`src/rtl/reg_file_mp.sv`:
```
// rtl/reg_file_mp.sv - multi-port register file with write priority and busy scoreboard
//
// Purpose:
//   Decode-stage register file. Two write ports commit on the rising edge
//   (port 1 has priority on an address clash). NUM_RD read ports register
//   data and busy flags on the falling edge, so a value written in a cycle
//   is visible on rd in that same cycle. A per-register busy bit tracks
//   in-flight producers for RAW hazard detection.
//
// Ports:
//   clk       clock; writes/reserves on rising edge, reads on falling edge
//   reset     synchronous active-low reset, sampled on both edges
//   we0/wa0/wd0  write port 0
//   we1/wa1/wd1  write port 1 (wins when both ports target one address)
//   rsv_en/rsv_addr  mark a register busy for a newly issued producer
//   ra        packed read addresses, port k at ra[k*ADDR_W +: ADDR_W]
//   rd        packed registered read data, port k at rd[k*DATA_W +: DATA_W]
//   rbusy     registered busy flag per read port
module reg_file_mp #(
  parameter int DATA_W     = 32,
  parameter int ADDR_W     = 5,
  parameter int NUM_RD     = 2,
  parameter int ZERO_REG   = 1,
  parameter int INIT_INDEX = 1
) (
  input  logic                       clk,
  input  logic                       reset,
  input  logic                       we0,
  input  logic [ADDR_W-1:0]          wa0,
  input  logic [DATA_W-1:0]          wd0,
  input  logic                       we1,
  input  logic [ADDR_W-1:0]          wa1,
  input  logic [DATA_W-1:0]          wd1,
  input  logic                       rsv_en,
  input  logic [ADDR_W-1:0]          rsv_addr,
  input  logic [NUM_RD*ADDR_W-1:0]   ra,
  output logic [NUM_RD*DATA_W-1:0]   rd,
  output logic [NUM_RD-1:0]          rbusy
);

  localparam int DEPTH = 1 << ADDR_W;

  logic [DATA_W-1:0]        r_mem [DEPTH];
  logic [DEPTH-1:0]         r_busy;
  logic [NUM_RD*DATA_W-1:0] r_rd;
  logic [NUM_RD-1:0]        r_rbusy;

  logic                     w_wr0_ok;
  logic                     w_wr1_ok;
  logic                     w_rsv_ok;
  logic [DEPTH-1:0]         w_busy_nxt;
  logic [DATA_W-1:0]        w_rd_data [NUM_RD];
  logic                     w_rd_busy [NUM_RD];

  // Reset image of one entry; register 0 is forced to zero when hardwired.
  function automatic logic [DATA_W-1:0] init_val(input int idx);
    logic [31:0] v;
    v = 32'(idx);
    if ((ZERO_REG != 0) && (idx == 0)) return '0;
    if (INIT_INDEX != 0) return DATA_W'(v);
    return '0;
  endfunction

  // Accesses to a hardwired zero register are dropped at the source.
  assign w_wr0_ok = we0 && !((ZERO_REG != 0) && (wa0 == '0));
  assign w_wr1_ok = we1 && !((ZERO_REG != 0) && (wa1 == '0));
  assign w_rsv_ok = rsv_en && !((ZERO_REG != 0) && (rsv_addr == '0));

  // Writes retire producers, then a same-cycle reserve re-marks the
  // register: that reserve belongs to a newer producer, so it must win.
  always_comb begin
    w_busy_nxt = r_busy;
    if (w_wr0_ok) w_busy_nxt[wa0] = 1'b0;
    if (w_wr1_ok) w_busy_nxt[wa1] = 1'b0;
    if (w_rsv_ok) w_busy_nxt[rsv_addr] = 1'b1;
  end

  // Port 1 is written last so it takes priority on an address clash.
  always_ff @(posedge clk) begin
    if (!reset) begin
      for (int i = 0; i < DEPTH; i++) begin
        r_mem[i] <= init_val(i);
      end
      r_busy <= '0;
    end else begin
      if (w_wr0_ok) r_mem[wa0] <= wd0;
      if (w_wr1_ok) r_mem[wa1] <= wd1;
      r_busy <= w_busy_nxt;
    end
  end

  always_comb begin
    for (int k = 0; k < NUM_RD; k++) begin
      w_rd_data[k] = r_mem[ra[k*ADDR_W +: ADDR_W]];
      w_rd_busy[k] = r_busy[ra[k*ADDR_W +: ADDR_W]];
      if ((ZERO_REG != 0) && (ra[k*ADDR_W +: ADDR_W] == '0)) begin
        w_rd_data[k] = '0;
        w_rd_busy[k] = 1'b0;
      end
    end
  end

  // Falling-edge read stage: sees everything committed on the preceding
  // rising edge of the same cycle.
  always_ff @(negedge clk) begin
    if (!reset) begin
      r_rd    <= '0;
      r_rbusy <= '0;
    end else begin
      for (int k = 0; k < NUM_RD; k++) begin
        r_rd[k*DATA_W +: DATA_W] <= w_rd_data[k];
        r_rbusy[k]               <= w_rd_busy[k];
      end
    end
  end

  assign rd    = r_rd;
  assign rbusy = r_rbusy;

endmodule
```
`config.mk`:
```
export PLATFORM = sky130hd
export DESIGN_NAME = reg_file_mp
export DESIGN_NICKNAME = d
export VERILOG_FILES = /design/src/rtl/reg_file_mp.sv
export SDC_FILE = /design/constraint.sdc
export NUM_CORES = 2
export LEC_CHECK = 0
export ABC_CLOCK_PERIOD_IN_PS = 3700
export CELL_PAD_IN_SITES_DETAIL_PLACEMENT = 2
export CELL_PAD_IN_SITES_GLOBAL_PLACEMENT = 2
export CORE_MARGIN = 5
export CORE_UTILIZATION = 41
export DETAILED_ROUTE_END_ITERATION = 16
export PLACE_DENSITY = 0.8
export SLEW_MARGIN = 40
export SYNTH_ARGS = -nofsm -noshare
export SYNTH_HDL_FRONTEND = slang
export SYNTH_SLANG_ARGS = --single-unit
```
`constraint.sdc`:
```
create_clock -name clk -period 3.7 [get_ports clk]
set_input_delay 0.555 -clock clk [delete_from_list [all_inputs] [get_ports clk]]
set_output_delay 0.555 -clock clk [all_outputs]
set_load 0.01 [all_outputs]
```
== Word-level counts from Yosys, hierarchy flattened ==
Memories as Yosys holds them, arrays and structs flattened. A register that Yosys moved wholly into a read port is not among the register bits.
Index checks and enable logic that the tools add are counted.
Widths: inputs -> output; s select.
Operators by class
  $add $sub $neg: 0
  $mul: 0
  divide/modulo/power cells: 0
  order comparisons: 8
  eq/ne operators: 0
  shifts and indexed selects: 0
  muxes and demuxes: 90
  bitwise gates (word level): 6
  reduce and logical (&&, ||, !) cells: 18
Operators with widths (count)
  $mux 32: 37
  $mux 5: 18
  $and 32x32->32: 2
  $not 32->32: 2
  $reduce_or 32->1: 2
  $mux 4: 8
  $or 32x32->32: 1
  $lt 5x6->1 const B: 5
  $logic_not 5->1: 5
  $mux 1: 16
  $demux 1 s5: 3
  $ge 5x1->1 const B: 3
  $mux 3: 4
  $bmux 1 s5: 2
  $logic_and 1x1->1: 6
  $mux 2: 2
  $reduce_or 2->1: 2
  $logic_not 1->1: 3
  $not 1->1: 1
Storage, ports and cells
  bits in registers: 34
  bits in latches: 0
  memory bits (writable): 1024
  memory bits (read-only): 0
  word-level logic and storage cells: 126
  memories kept: 1
Memories
  r_mem: depth 32, width 32, read ports 2, clocked after memory_dff 2, write ports 32, line 43  | logic [DATA_W-1:0] r_mem [DEPTH];

== Logic depth before layout (Yosys ltp) ==
  depth after elaboration: 11
  depth in mapped cells: 8

==> flow_summary.ini <==
[status]
status = finished with violations
violations = setup timing

[synthesis]
synth_edf_count = 1024
yosys.area_share.simple_pct = 5.080
synth_fa_ha_area_share_pct = 0
syn_inst = 4654
synth_xor_area_share_pct = 0
synthesis.area_sq_um = 61800
avgSynthCellArea_sq_um = 13.28
ys.flop_type = edfxtp_1
async_flop_share_pct = 0
post_synth_mux_area_share_pct = 18.13
yosys_warnings = 0
ys_types = 48
synth_top_family_by_area = compound AO/OA/AOI/OAI gates
synth.yosys.seq_area_share_pct = 52.93
synth_seq_cells = 1122
synth_compound_area_share_pct = 19.09

[sta]
fin_skew_ns = 0.04920
drv_slew = 0
holdWs_ns = 0.5190
worst_pin_slew_ns = 1.013
worst_slack_ns = -0.09879
hold_viol = 0
rsz0062_at_grt = true
finalSetupTns_ns = -1.933
slew_headroom_pct = 32.46
setup_viol = 59

[finish]
final_common_cell = edfxtp_1
final_util_pct = 50.41
syn_to_final_growth_pct = 22.16
nets = 5047
final_cell_mix = edfxtp_1, a22o_1, mux2i_1
final_layout_size_suffix_gt1_share_pct = 25.36
fillers = 13780

[placement]
dp_hpwl_mm = 214.6
io_buffers = 159
place_ws_ns = -0.8214
gp_congestion = 1.020

[critical_path]
cp_top_family = flip-flops
crit_buf_inv = 1
setup.worst_path.start = rd[14]
cpMaxStageDelayCell = dfxtp_4
reg2reg_slack_ns = -0.02
r2r_start = r_mem[5][6]
r2r-end = rd[6]
cp_cell_sequence = buf_6
critPathRequiredTime_ns = 3.14
critPathMaxStageDelay_ns = 0.43
path_max_fanout = 1
crit_cells = 1
path_class = reg2out
cp-end-kind = output pin
critPathLaunchType = flip-flop
critPathArrivalTime_ns = 3.24
reg2reg_depth = 4
critPathCapture = rd[14]

[pwr]
peakVddDrop_mv = 0.5481
power_leakage_uw = 0.02764
p_per_area_nw_per_um2 = 460.4

[detailed_routing]
ant_nets = 0
wl_mm = 349.4
via_per_inst = 7.912
drc = 0
wl_per_cell_um = 49.30
vias = 56070
first_iter_violations = 9758
first_pass_iters = 6

[clock_tree]
cts_root_buffer = clkbuf_16
clockBufferDepth = 3
path_clk_slew_ns = 0.09
cts_buffers = 133
cts_sinks = 1122
cts_tree = yes
worstSkewPairLatency_ns = 0.83
cts_max_level = 4
holdBufCountCts = 0

[global_route]
grt_max_degree = 47
globalRouteTotalUtil_pct = 42.91
grt_pass1_wl_mm = 478.2
overflow = 0
antenna_found_initial = 15
grt_pass1_vias = 58410

[min_path]
hold_path_class = in2reg
whs_path_depth = 4

[floorplanning]
placementRows = 142
design.die.area_sq_um = 158600
die_x_um = 398.2
die_h_um = 398.2
num_io_pins = 160
start_util_pct = 41.26
coreArea_sq_um = 149800

[run]
cap_violations = 0
## flip-flops by register name (all words and copies together), names as in the netlist
signal,cells
r_busy,32
r_mem,1024
rbusy,2
rd,64
## cells by family after synthesis
group | Yosys count
compound gates | 1465
buf+inv | 689
flops | 1122
simple gates | 585
other cells | 1
mux | 792
## what timing repair did
item                       CTS  global route
resized for setup          431            14
pin swaps                    0             1
buffers inserted             0             0
cloned                       0             0
setup endpoints to repair   70            64
hold endpoints to repair     0             0
## final cells by class
class                           count  area [sq um]  area share, %
Clock buffer                      185          3890          5.152
Sequential cell                  1122         32890          43.57
Tap cell                         2016          2522          3.341
Clock inverter                    127         728.2         0.9645
Inverter                           38         142.6         0.1889
Antenna cell                        6         15.01        0.01989
Timing Repair Buffer              718          8333          11.04
Multi-Input combinational cell   2874         26970          35.73
## synth_stat cells, drive strengths merged (4+ instances only)
master | n | area share, %
o221ai | 6 | 0.085
a32oi | 4 | 0.057
nor4b | 4 | 0.077
and4b | 4 | 0.065
a31oi | 9 | 0.091
a211oi | 9 | 0.23
buf | 209 | 1.8
a21oi | 133 | 1.1
nand3 | 153 | 1.2
a22oi | 359 | 4.4
o22ai | 53 | 0.54
and3 | 81 | 0.82
a22o | 882 | 12
and2 | 13 | 0.13
nand3b | 9 | 0.11
dfxtp | 98 | 3.2
nor2b | 16 | 0.16
nand4 | 70 | 0.71
edfxtp | 1024 | 50
inv | 39 | 0.24
o211ai | 4 | 0.049
or3b | 7 | 0.099
nor3b | 13 | 0.23
and3b | 11 | 0.16
nor2 | 51 | 0.31
mux2i | 530 | 8.6
nand2 | 143 | 0.87
clkbuf | 441 | 2.7
mux4 | 262 | 9.5
## through the flow
step                total power, uW  cells  instance area, sq um
floorplan                     17620   4685                 62400
global placement              20090   6767                 70610
detailed placement            20370   6767                 70600
CTS                           34250   7077                 75400
global route                  35150   7081                 75490
finish                        34760   7086                 75500
## worst reg2reg max path: stages, from the launching register on
cell	delay (ns)
edfxtp_1	0.40
mux4_2	0.57
and3_1	0.23
a21oi_1	0.33
nand4_1	0.17
## worst min-delay path by stage
stage | slack, ns | to | start
3_3_place_gp | 0.47 | r_busy[11] | r_busy[11]
2_1_floorplan | 0.45 | r_busy[0] | r_busy[0]
6_report | 0.52 | r_busy[0] | reset
3_5_place_dp | 0.49 | r_busy[0] | r_busy[0]
5_1_grt | 0.51 | r_mem[28][15] | wd1[15]
4_1_cts | 0.46 | r_mem[13][15] | wd1[15]
## routing by layer
metal	wire length (um)	track usage [%]	part of all wire [%]	vias up
li1	-	-	-	19670
met1	112000	49.28	32	28420
met2	152000	65.33	44	6022
met3	46300	12.93	13	1951
met4	38970	37.17	11	6
met5	37	0	0.011	-
## report_power, final
part / internal [uW] / switching [uW] / total, uW
Clock: 7880 / 6310 / 14200
Combinational: 1850 / 3260 / 5110
Sequential: 14700 / 750 / 15500
No activity file was read; power rests on OpenSTA's default activity.
